<file path="src/rtl/instr_fetch_pkg.sv">
// Shared dimensions and types for the instruction fetch stage.
package const_dim;

  parameter int unsigned addr_width  = 32;
  parameter int unsigned data_width  = 32;
  parameter int unsigned instr_width = 32;
  parameter int unsigned instr_bytes = 4;

  typedef enum logic [0:0] {
    FETCH_REQ = 1'b0,
    WAIT_ACK  = 1'b1
  } fetch_state_e;

endpackage

</file>
<file path="src/rtl/instr_fetch_fifo.sv">
// instr_fifo: small synchronous FIFO holding {pc, instr} entries.
// Registered storage; flush empties it and has priority over push/pop.
module instr_fifo #(
  parameter int unsigned WIDTH = 64,
  parameter int unsigned DEPTH = 2
) (
  input  logic                       clk,
  input  logic                       rst,
  input  logic                       i_push,
  input  logic [WIDTH-1:0]           i_din,
  input  logic                       i_pop,
  input  logic                       i_flush,
  output logic [WIDTH-1:0]           o_dout,
  output logic [$clog2(DEPTH):0]     o_count,
  output logic                       o_full,
  output logic                       o_empty
);

  localparam int unsigned AW = $clog2(DEPTH);
  localparam int unsigned CW = AW + 1;

  logic [WIDTH-1:0] r_mem [DEPTH];
  logic [AW-1:0]    r_wr_ptr;
  logic [AW-1:0]    r_rd_ptr;
  logic [CW-1:0]    r_count;
  logic             w_do_push;
  logic             w_do_pop;

  assign o_full    = (r_count == CW'(DEPTH));
  assign o_empty   = (r_count == '0);
  assign o_count   = r_count;
  assign o_dout    = r_mem[r_rd_ptr];
  assign w_do_push = i_push && !o_full;
  assign w_do_pop  = i_pop && !o_empty;

  // Pointer and occupancy tracking.
  always_ff @(posedge clk or posedge rst) begin
    if (rst) begin
      r_wr_ptr <= '0;
      r_rd_ptr <= '0;
      r_count  <= '0;
    end else if (i_flush) begin
      r_wr_ptr <= '0;
      r_rd_ptr <= '0;
      r_count  <= '0;
    end else begin
      if (w_do_push) r_wr_ptr <= r_wr_ptr + 1'b1;
      if (w_do_pop)  r_rd_ptr <= r_rd_ptr + 1'b1;
      unique case ({w_do_push, w_do_pop})
        2'b10:   r_count <= r_count + 1'b1;
        2'b01:   r_count <= r_count - 1'b1;
        default: r_count <= r_count;
      endcase
    end
  end

  // Entry storage; contents are only observed while the entry is occupied.
  always_ff @(posedge clk) begin
    if (w_do_push && !i_flush) r_mem[r_wr_ptr] <= i_din;
  end

endmodule

</file>
<file path="src/rtl/instr_fetch.sv">
// instr_fetch: PC holder, single-outstanding instruction memory reader and
// decode-side valid/ready buffer.
// Optional feature macro: FETCH_PERF_CNT_EN adds the stall_cycles counter/port.
module instr_fetch
  import const_dim::*;
#(
  parameter int unsigned           FIFO_DEPTH = 2,
  parameter logic [addr_width-1:0] RESET_PC   = '0
) (
  input  logic                   clk,
  input  logic                   rst,
  output logic                   mem_rd_req,
  output logic [addr_width-1:0]  mem_addr,
  input  logic                   mem_ack,
  input  logic [data_width-1:0]  mem_rd_data,
  input  logic                   redirect_valid,
  input  logic [addr_width-1:0]  redirect_pc,
  output logic                   instr_valid,
  output logic [instr_width-1:0] instr,
  output logic [addr_width-1:0]  instr_pc,
  input  logic                   instr_ready
`ifdef FETCH_PERF_CNT_EN
  ,
  output logic [31:0]            stall_cycles
`endif
);

  localparam int unsigned ENTRY_W = addr_width + instr_width;
  localparam int unsigned CNT_W   = $clog2(FIFO_DEPTH) + 1;

  fetch_state_e          r_state;
  fetch_state_e          w_state_nxt;
  logic                  r_discard;
  logic                  w_discard_nxt;
  logic                  r_rst_done;
  logic [addr_width-1:0] r_fetch_pc;
  logic [addr_width-1:0] r_req_pc;
  logic                  w_issue;
  logic                  w_outstanding;
  logic                  w_has_room;

  logic                  w_fifo_push;
  logic                  w_fifo_pop;
  logic                  w_fifo_flush;
  logic [ENTRY_W-1:0]    w_fifo_din;
  logic [ENTRY_W-1:0]    w_fifo_dout;
  logic [CNT_W-1:0]      w_fifo_count;
  logic                  w_fifo_full;
  logic                  w_fifo_empty;

  // Free slots = depth - occupancy - outstanding read, so an ack can never overflow.
  assign w_outstanding = (r_state == WAIT_ACK);
  assign w_has_room    = !w_fifo_full &&
                         (({1'b0, w_fifo_count} + (CNT_W+1)'(w_outstanding)) < (CNT_W+1)'(FIFO_DEPTH));

  assign w_fifo_din   = {r_req_pc, mem_rd_data[instr_width-1:0]};
  assign w_fifo_pop   = instr_valid && instr_ready;
  assign w_fifo_flush = redirect_valid;

  assign instr_valid = !w_fifo_empty;
  assign instr       = instr_valid ? w_fifo_dout[instr_width-1:0] : '0;
  assign instr_pc    = instr_valid ? w_fifo_dout[ENTRY_W-1 -: addr_width] : '0;
  assign mem_rd_req  = w_issue;
  assign mem_addr    = w_issue ? r_fetch_pc : '0;

  instr_fifo #(
    .WIDTH (ENTRY_W),
    .DEPTH (FIFO_DEPTH)
  ) u_fifo (
    .clk     (clk),
    .rst     (rst),
    .i_push  (w_fifo_push),
    .i_din   (w_fifo_din),
    .i_pop   (w_fifo_pop),
    .i_flush (w_fifo_flush),
    .o_dout  (w_fifo_dout),
    .o_count (w_fifo_count),
    .o_full  (w_fifo_full),
    .o_empty (w_fifo_empty)
  );

  // Fetch FSM state, discard flag and post-reset qualifier.
  // r_rst_done holds off the first request one cycle so every output is 0 during reset.
  always_ff @(posedge clk or posedge rst) begin
    if (rst) begin
      r_state    <= FETCH_REQ;
      r_discard  <= 1'b0;
      r_rst_done <= 1'b0;
    end else begin
      r_state    <= w_state_nxt;
      r_discard  <= w_discard_nxt;
      r_rst_done <= 1'b1;
    end
  end

  // Next-state, request issue and FIFO push decisions; redirect has priority.
  always_comb begin
    w_state_nxt   = r_state;
    w_discard_nxt = r_discard;
    w_issue       = 1'b0;
    w_fifo_push   = 1'b0;
    case (r_state)
      FETCH_REQ: begin
        if (!redirect_valid && r_rst_done && w_has_room) begin
          w_issue     = 1'b1;
          w_state_nxt = WAIT_ACK;
        end
      end
      WAIT_ACK: begin
        if (mem_ack) begin
          w_fifo_push   = !r_discard && !redirect_valid;
          w_discard_nxt = 1'b0;
          w_state_nxt   = FETCH_REQ;
        end else if (redirect_valid) begin
          w_discard_nxt = 1'b1;
        end
      end
      default: begin
        w_state_nxt   = FETCH_REQ;
        w_discard_nxt = 1'b0;
      end
    endcase
  end

  // Fetch PC and the PC of the outstanding request.
  always_ff @(posedge clk or posedge rst) begin
    if (rst) begin
      r_fetch_pc <= RESET_PC;
      r_req_pc   <= '0;
    end else if (redirect_valid) begin
      r_fetch_pc <= redirect_pc;
    end else if (w_issue) begin
      r_req_pc   <= r_fetch_pc;
      r_fetch_pc <= r_fetch_pc + addr_width'(instr_bytes);
    end
  end

`ifdef FETCH_PERF_CNT_EN
  logic [31:0] r_stall_cycles;

  // Saturating count of cycles with nothing offered to decode.
  always_ff @(posedge clk or posedge rst) begin
    if (rst) begin
      r_stall_cycles <= '0;
    end else if (!instr_valid && (r_stall_cycles != '1)) begin
      r_stall_cycles <= r_stall_cycles + 32'd1;
    end
  end

  assign stall_cycles = r_stall_cycles;
`endif

endmodule

</file>
<file path="config.mk">
export PLATFORM = sky130hd
export DESIGN_NAME = instr_fetch
export DESIGN_NICKNAME = d
export VERILOG_FILES = /design/src/rtl/instr_fetch_pkg.sv /design/src/rtl/instr_fetch_fifo.sv /design/src/rtl/instr_fetch.sv
export SDC_FILE = /design/constraint.sdc
export NUM_CORES = 1
export LEC_CHECK = 0
export ABC_AREA = 1
export CORE_MARGIN = 2
export CORE_UTILIZATION = 52
export CTS_CLUSTER_DIAMETER = 30
export DETAILED_ROUTE_END_ITERATION = 7
export PLACE_DENSITY = 0.8
export SYNTH_ARGS = -nofsm -noshare
export SYNTH_HDL_FRONTEND = slang
export SYNTH_SLANG_ARGS = --single-unit
</file>
<file path="constraint.sdc">
create_clock -name clk -period 4.36 [get_ports clk]
set_clock_uncertainty 0.05 [all_clocks]
set_input_delay 0.872 -clock clk [delete_from_list [all_inputs] [get_ports clk]]
set_output_delay 0.872 -clock clk [all_outputs]
set_load 0.02 [all_outputs]
</file>
**Word-level counts from Yosys, hierarchy flattened**

Memory sizes are Yosys's and may differ from the RTL's.
Index checks and enable logic that the tools add are counted.

- Bits in registers: 71
- RAM bits: 128
- Bits of input ports: 69
- Logic and storage cells: 62
- Memories: 1

Memories:

| memory | words | bits a word | read ports | clocked after memory_dff | wr ports | line | source |
|---|---|---|---|---|---|---|---|
| u_fifo.r_mem | 2 | 64 | 1 | 0 | 1 | instr_fetch_fifo.sv:22 | `logic [WIDTH-1:0] r_mem [DEPTH];` |

- Add/subtract/negate cells: 6
- Order comparisons: 1
- Equal/unequal tests: 3
- Muxes and demuxes: 21
- Bitwise gates (word level): 2
- Reduce and logical (&&, ||, !) cells: 20

Operators with widths:

| kind | count |
|---|---|
| 32-bit 2-to-1 mux | 5 |
| 32-bit by 3-bit adder with 32-bit output (second input constant) | 1 |
| 1-bit 2-to-1 mux | 13 |
| 1-bit logical AND | 8 |
| 2-bit nonzero test | 4 |
| 2-bit equality test (second input constant) | 2 |
| 1-bit logical NOT | 4 |
| 2-bit case mux with 2 select lines | 1 |
| 2-bit AND reduction | 2 |
| 2-bit by 1-bit adder with 3-bit output | 1 |
| 3-bit by 2-bit less-than comparator with 1-bit output (second input constant) | 1 |
| 3-bit nonzero test | 1 |
| 1-bit adder (second input constant) | 2 |
| 2-bit by 1-bit adder with 2-bit output (second input constant) | 1 |
| 2-bit by 1-bit equality test with 1-bit output (second input constant) | 1 |
| 2-bit logical NOT | 1 |
| 2-bit 2-to-1 mux | 1 |
| 1-bit NOT | 2 |
| 1-bit case mux with 2 select lines | 1 |
| 2-bit by 1-bit subtractor with 2-bit output (second input constant) | 1 |

**Depth between registers and ports, before layout**

- Depth in word-level cells: 8
- Depth in mapped cells: 8

**By module**

A second synthesis with hierarchy kept.

- Cell total of the unflattened synthesis: 895
- Area total of the unflattened synthesis: 9263.9 µm²

By module, submodules not included:

| module | instances | cells each | area an instance (µm²) | seq. area each (µm²) |
|---|---|---|---|---|
| instr_fifo | 1 | 237 | 5036.1 | 3943.8 |
| instr_fetch | 1 | 658 | 4227.8 | 1676.6 |

**Worst setup path before layout**

OpenSTA, ideal clock, no wires.

- Kind: input-to-reg
- From: input redirect_valid
- To: memory u_fifo.r_mem[0][0] (enable)
- Arrival time: 3856 ps
- Required time: 3823 ps
- Path slack: -33 ps
- Stages on the path: 3
- Path buffers: 0
- Path through: nor2_1 > nand3_1 > nor2_1

- Longest elaborated chain between the ends: 8

RTL lines:

| item | line | source |
|---|---|---|
| from (decl) | instr_fetch.sv:16 | `input logic redirect_valid,` |
| 1-bit logical NOT (*) | instr_fetch_fifo.sv:59, instr_fetch.sv:111 |  |
| 1-bit logical AND | instr_fetch.sv:111 | `w_fifo_push = !r_discard && !redirect_valid;` |
| 1-bit 2-to-1 mux | instr_fetch.sv:110 | `if (mem_ack) begin` |
| 1-bit 2-to-1 mux | instr_fetch.sv:102 | `case (r_state)` |
| 1-bit logical AND | instr_fetch_fifo.sv:33 | `assign w_do_push = i_push && !o_full;` |
| 1-bit logical AND (*) | instr_fetch_fifo.sv:59 | `if (w_do_push && !i_flush) r_mem[r_wr_ptr] <= i_din;` |
| 1-bit 2-to-1 mux (*) | instr_fetch_fifo.sv:59 |  |
| 1-bit 2-to-1 mux (implied by the code) (*) | instr_fetch_fifo.sv:59 |  |
| to (decl) | instr_fetch_fifo.sv:22 |  |

Every way passes the cells marked *; elsewhere a longest branch is shown, timed or not.

**Worst setup path after layout**

- From: input redirect_valid
- To: output mem_addr[13]

- Longest elaborated chain between the ends: 6

RTL lines:

| item | line | source |
|---|---|---|
| 1-bit logical NOT | instr_fetch.sv:104 | `if (!redirect_valid && r_rst_done && w_has_room) begin` |
| 1-bit logical AND (2 in series) | instr_fetch.sv:104 |  |
| 1-bit 2-to-1 mux | instr_fetch.sv:104 |  |
| 1-bit 2-to-1 mux | instr_fetch.sv:102 |  |
| 32-bit 2-to-1 mux | instr_fetch.sv:64 | `assign mem_addr = w_issue ? r_fetch_pc : '0;` |
| to (decl) | instr_fetch.sv:13 | `output logic [addr_width-1:0] mem_addr,` |

Every way passes these cells.

==> reports/qor.log <==
[outcome] result of the run finished, final reports clean
[yosys] synth unique cells 32
[timing] setup tns final 0 ps
[detailed_routing] remaining number of nets flagged by the antenna check after routing 0
[clock_network] CTS sink cnt 199
[setup_path] terminus of the critical flop-to-flop path r_fetch_pc[19]
[timing] RSZ-0062 raised after global routing false
[die] height of the chip 133 microns
[yosys] number of synthesized flops with an enable pin 128
[die] Die X-Extent 133 microns
[cells_and_area] count of non-filler cells in the finished layout 1,266
[detailed_routing] sum of routed wire length over all layers 20,100 microns
[power_and_ir_drop] power consumption 0.00595 W
[setup_path] Setup Crit Path Kind input pin to primary output
[setup_path] CP startpoint redirect_valid
[place] total placed cells including tap cells 1,234
[setup_path] flop2flop setup slack 1860 ps
[clock_network] clock buffer count from CTS 17
[clock_network] buffers from clock root to sink, at most 2
[detailed_routing] via count normalized by instance count 5.32
[yosys] Cell Area, Synth 8640 sq um
[timing] fraction of the cycle the final worst path needs 84.7%
[setup_path] capture point of the critical path mem_addr[13]
[power_and_ir_drop] cell area power density 534 nW/um^2
[detailed_routing] remaining routing DRC violations 0
[cells_and_area] footprint of the flip-flops and latches 5620 sq um
[cells_and_area] growth of design area from synthesis to finish 28.9%
[power_and_ir_drop] peak supply drop 0.269 mV
[clock_network] total setup buffers inserted after CTS 0
[setup_path] critical path endpoint category primary output
[timing] number of max-slew violations in the final report 0
[timing] maximum clock frequency 271 MHz
[yosys] synthesized netlist cell count 872
[setup_path] depth of the most critical reg-to-reg path 7
[clock_network] CTS H-tree depth 4
[yosys] most numerous cell types in the synthesized netlist 255 x sky130_fd_sc_hd__nand2_1, 128 x sky130_fd_sc_hd__edfxtp_1, 81 x sky130_fd_sc_hd__nor2_1
[setup_path] critical path peak fanout 52
[hold_path] Hold Path Class register to register
[yosys] Synth Register Bits 199
[cells_and_area] net count reported at finish 1,103
[yosys] part of the Yosys area used for sequential elements 65.0%
[cells_and_area] final core utilization 67.9%
[place] HPWL Detailed 13,200 microns
[place] number of port buffers 166
[cells_and_area] ANT cells 0
[yosys] ys async rst share 35.7%
[setup_path] endpoint arrival time on the critical path 2770 ps
[global_routing] GRT overflow 0
[clock_network] later-pin clock latency in the skew report 420 ps
[timing] transition at the pin with the smallest max-transition slack 827 ps
[timing] worst hold margin 422 ps
[place] Final Wtd Congestion 0.847
[timing] time the worst path needs with I/O delays and setup 3690 ps
[detailed_routing] count of TritonRoute iterations in the first routing pass 5
[global_routing] first-pass GRT wire length 31,700 microns
[clock_network] Resize count post-CTS 0
[yosys] cell type with the highest aggregate area in the netlist sky130_fd_sc_hd__edfxtp_1
[die] cell row count 47
[cells_and_area] share of cells above drive strength 1 7.07%
[yosys] most frequent cell after synthesis sky130_fd_sc_hd__nand2_1
[clock_network] Clk pin slew, worst setup/hold paths 70 ps
[timing] relative max-transition margin 44.8%
[setup_path] Reg-to-Reg Start u_fifo.o_count[1]
[global_routing] initial antenna violation count 0
[cells_and_area] number of filler cells placed in the layout 1,227
[cells_and_area] area occupied by multi-input gates 2590 sq um
[timing] final hold vios 0
[setup_path] Worst Setup Start Kind input pin
[yosys] average instance area after synthesis 9.91 sq um
[setup_path] data required time at the worst endpoint 3440 ps
[die] number of placed I/O pins 167
[die] Initial Utilization 52.7%
[clock_network] CTS tree yes
[power_and_ir_drop] static leakage power 4.46 nW
[die] Core Footprint 16,400 sq um
[flow_run] number of max-cap violations 0
[die] die area 17,700 sq um
[yosys] top-area cell type share of the netlist area 44.5%
[clock_network] library cell used as clock root buffer sky130_fd_sc_hd__clkbuf_16
[clock_network] count of hold-fix buffers inserted at cts 0
[yosys] Synth Warn # 0
[yosys] most frequently used flop master after synthesis sky130_fd_sc_hd__edfxtp_1
[global_routing] maximum number of pins on one net before global-route repair 65
[yosys] Synthesized Nets 942
[detailed_routing] number of DRC markers in iteration 0 651
[timing] Setup-failing EPs final 0
[global_routing] vias in the first global route 6,215
[global_routing] aggregate global-route resource usage 22.9%
[yosys] ranking of synthesized cells by area sky130_fd_sc_hd__edfxtp_1 44%, sky130_fd_sc_hd__dfrtp_1 21%, sky130_fd_sc_hd__nand2_1 11%
[detailed_routing] count of vias placed by the detailed router 6,729
[detailed_routing] final routed wire length divided by cell count 15.9 microns
==> routing by layer <==
metal | track usage [%] | vias up | share of wire (%)
li1 | - | 3221 | -
met1 | 31.4 | 3214 | 43
met2 | 37.0 | 257 | 49
met3 | 3.87 | 37 | 5.9
met4 | 8.96 | 0 | 2.5
met5 | 0 | - | 0
==> where the power goes <==
part / internal (W) / total, W / switching [W]
combinational: 0.000708 / 0.00180 / 0.00109
clock: 0.000893 / 0.00156 / 0.000665
sequential: 0.00236 / 0.00259 / 0.000233
==> sequential cells by signal, indices dropped and copies added, names as in the netlist <==
signal and flops:
r_state 1, r_rst_done 1, r_fetch_pc 32, u_fifo.r_rd_ptr 1, u_fifo.r_mem 128, u_fifo.r_wr_ptr 1, r_discard 1, u_fifo.o_count 2
r_req_pc 32
==> how the worst min path moves through the flow <==
stage | end | cells past startpoint | startpoint
final | u_fifo.r_mem[0][53] | 0 | r_req_pc[21]
after global routing | u_fifo.r_mem[0][53] | 0 | r_req_pc[21]
after CTS | u_fifo.r_mem[0][53] | 0 | r_req_pc[21]
after detailed placement | u_fifo.r_mem[1][37] | 0 | r_req_pc[5]
after global placement | u_fifo.r_mem[0][39] | 0 | r_req_pc[7]
after floorplan | u_fifo.r_mem[0][32] | 0 | r_req_pc[0]
==> critical path, cell delays in order <==
cell and delay [ps]:
sky130_fd_sc_hd__clkdlybuf4s50_1 430, sky130_fd_sc_hd__nor2_1 190, sky130_fd_sc_hd__nand2_4 340, sky130_fd_sc_hd__nor2_1 280, sky130_fd_sc_hd__clkdlybuf4s50_1 650
==> logic make-up after synthesis <==
logic type / share of synthesized area [%]
xor+xnor: 0.304
flops: 65.0
compound gates: 7.98
simple gates: 21.2
buf+inv: 5.30
fa+ha+maj: 0.145
other cells: 0.0434
==> area by class of cell <==
cell class / instances / share of cell area [%]
clock buffers: 20 / 4.20
clock inverters: 12 / 1.10
inverters: 74 / 2.49
multi-input cells: 559 / 23.3
flip-flops and latches: 199 / 50.5
well taps: 220 / 2.47
repair buffers: 182 / 16.0
==> stage by stage <==
stage / instance area, sq um / setup WS [ps]
floorplan: 8640 / -32.8
global placement: 10500 / 751
detailed placement: 10500 / 688
CTS: 11100 / 672
global route: 11100 / 570
finish: 11100 / 669
==> cell usage in the layout (no fill, tap or decap), drive strengths merged, types with 3 or more instances in the layout <==
master / netlist / routed
nand2: 260 / 260
clkdlybuf4s50: 0 / 166
edfxtp: 128 / 128
nor2: 93 / 93
inv: 74 / 76
dfrtp: 71 / 71
a21oi: 67 / 67
o21ai: 57 / 57
nand3: 47 / 47
clkbuf: 13 / 20
nand4: 16 / 16
buf: 27 / 16
clkinv: 0 / 6
o211ai: 4 / 4
nand3b: 4 / 4
o21bai: 3 / 3
Power figures use the tool's default switching activity.
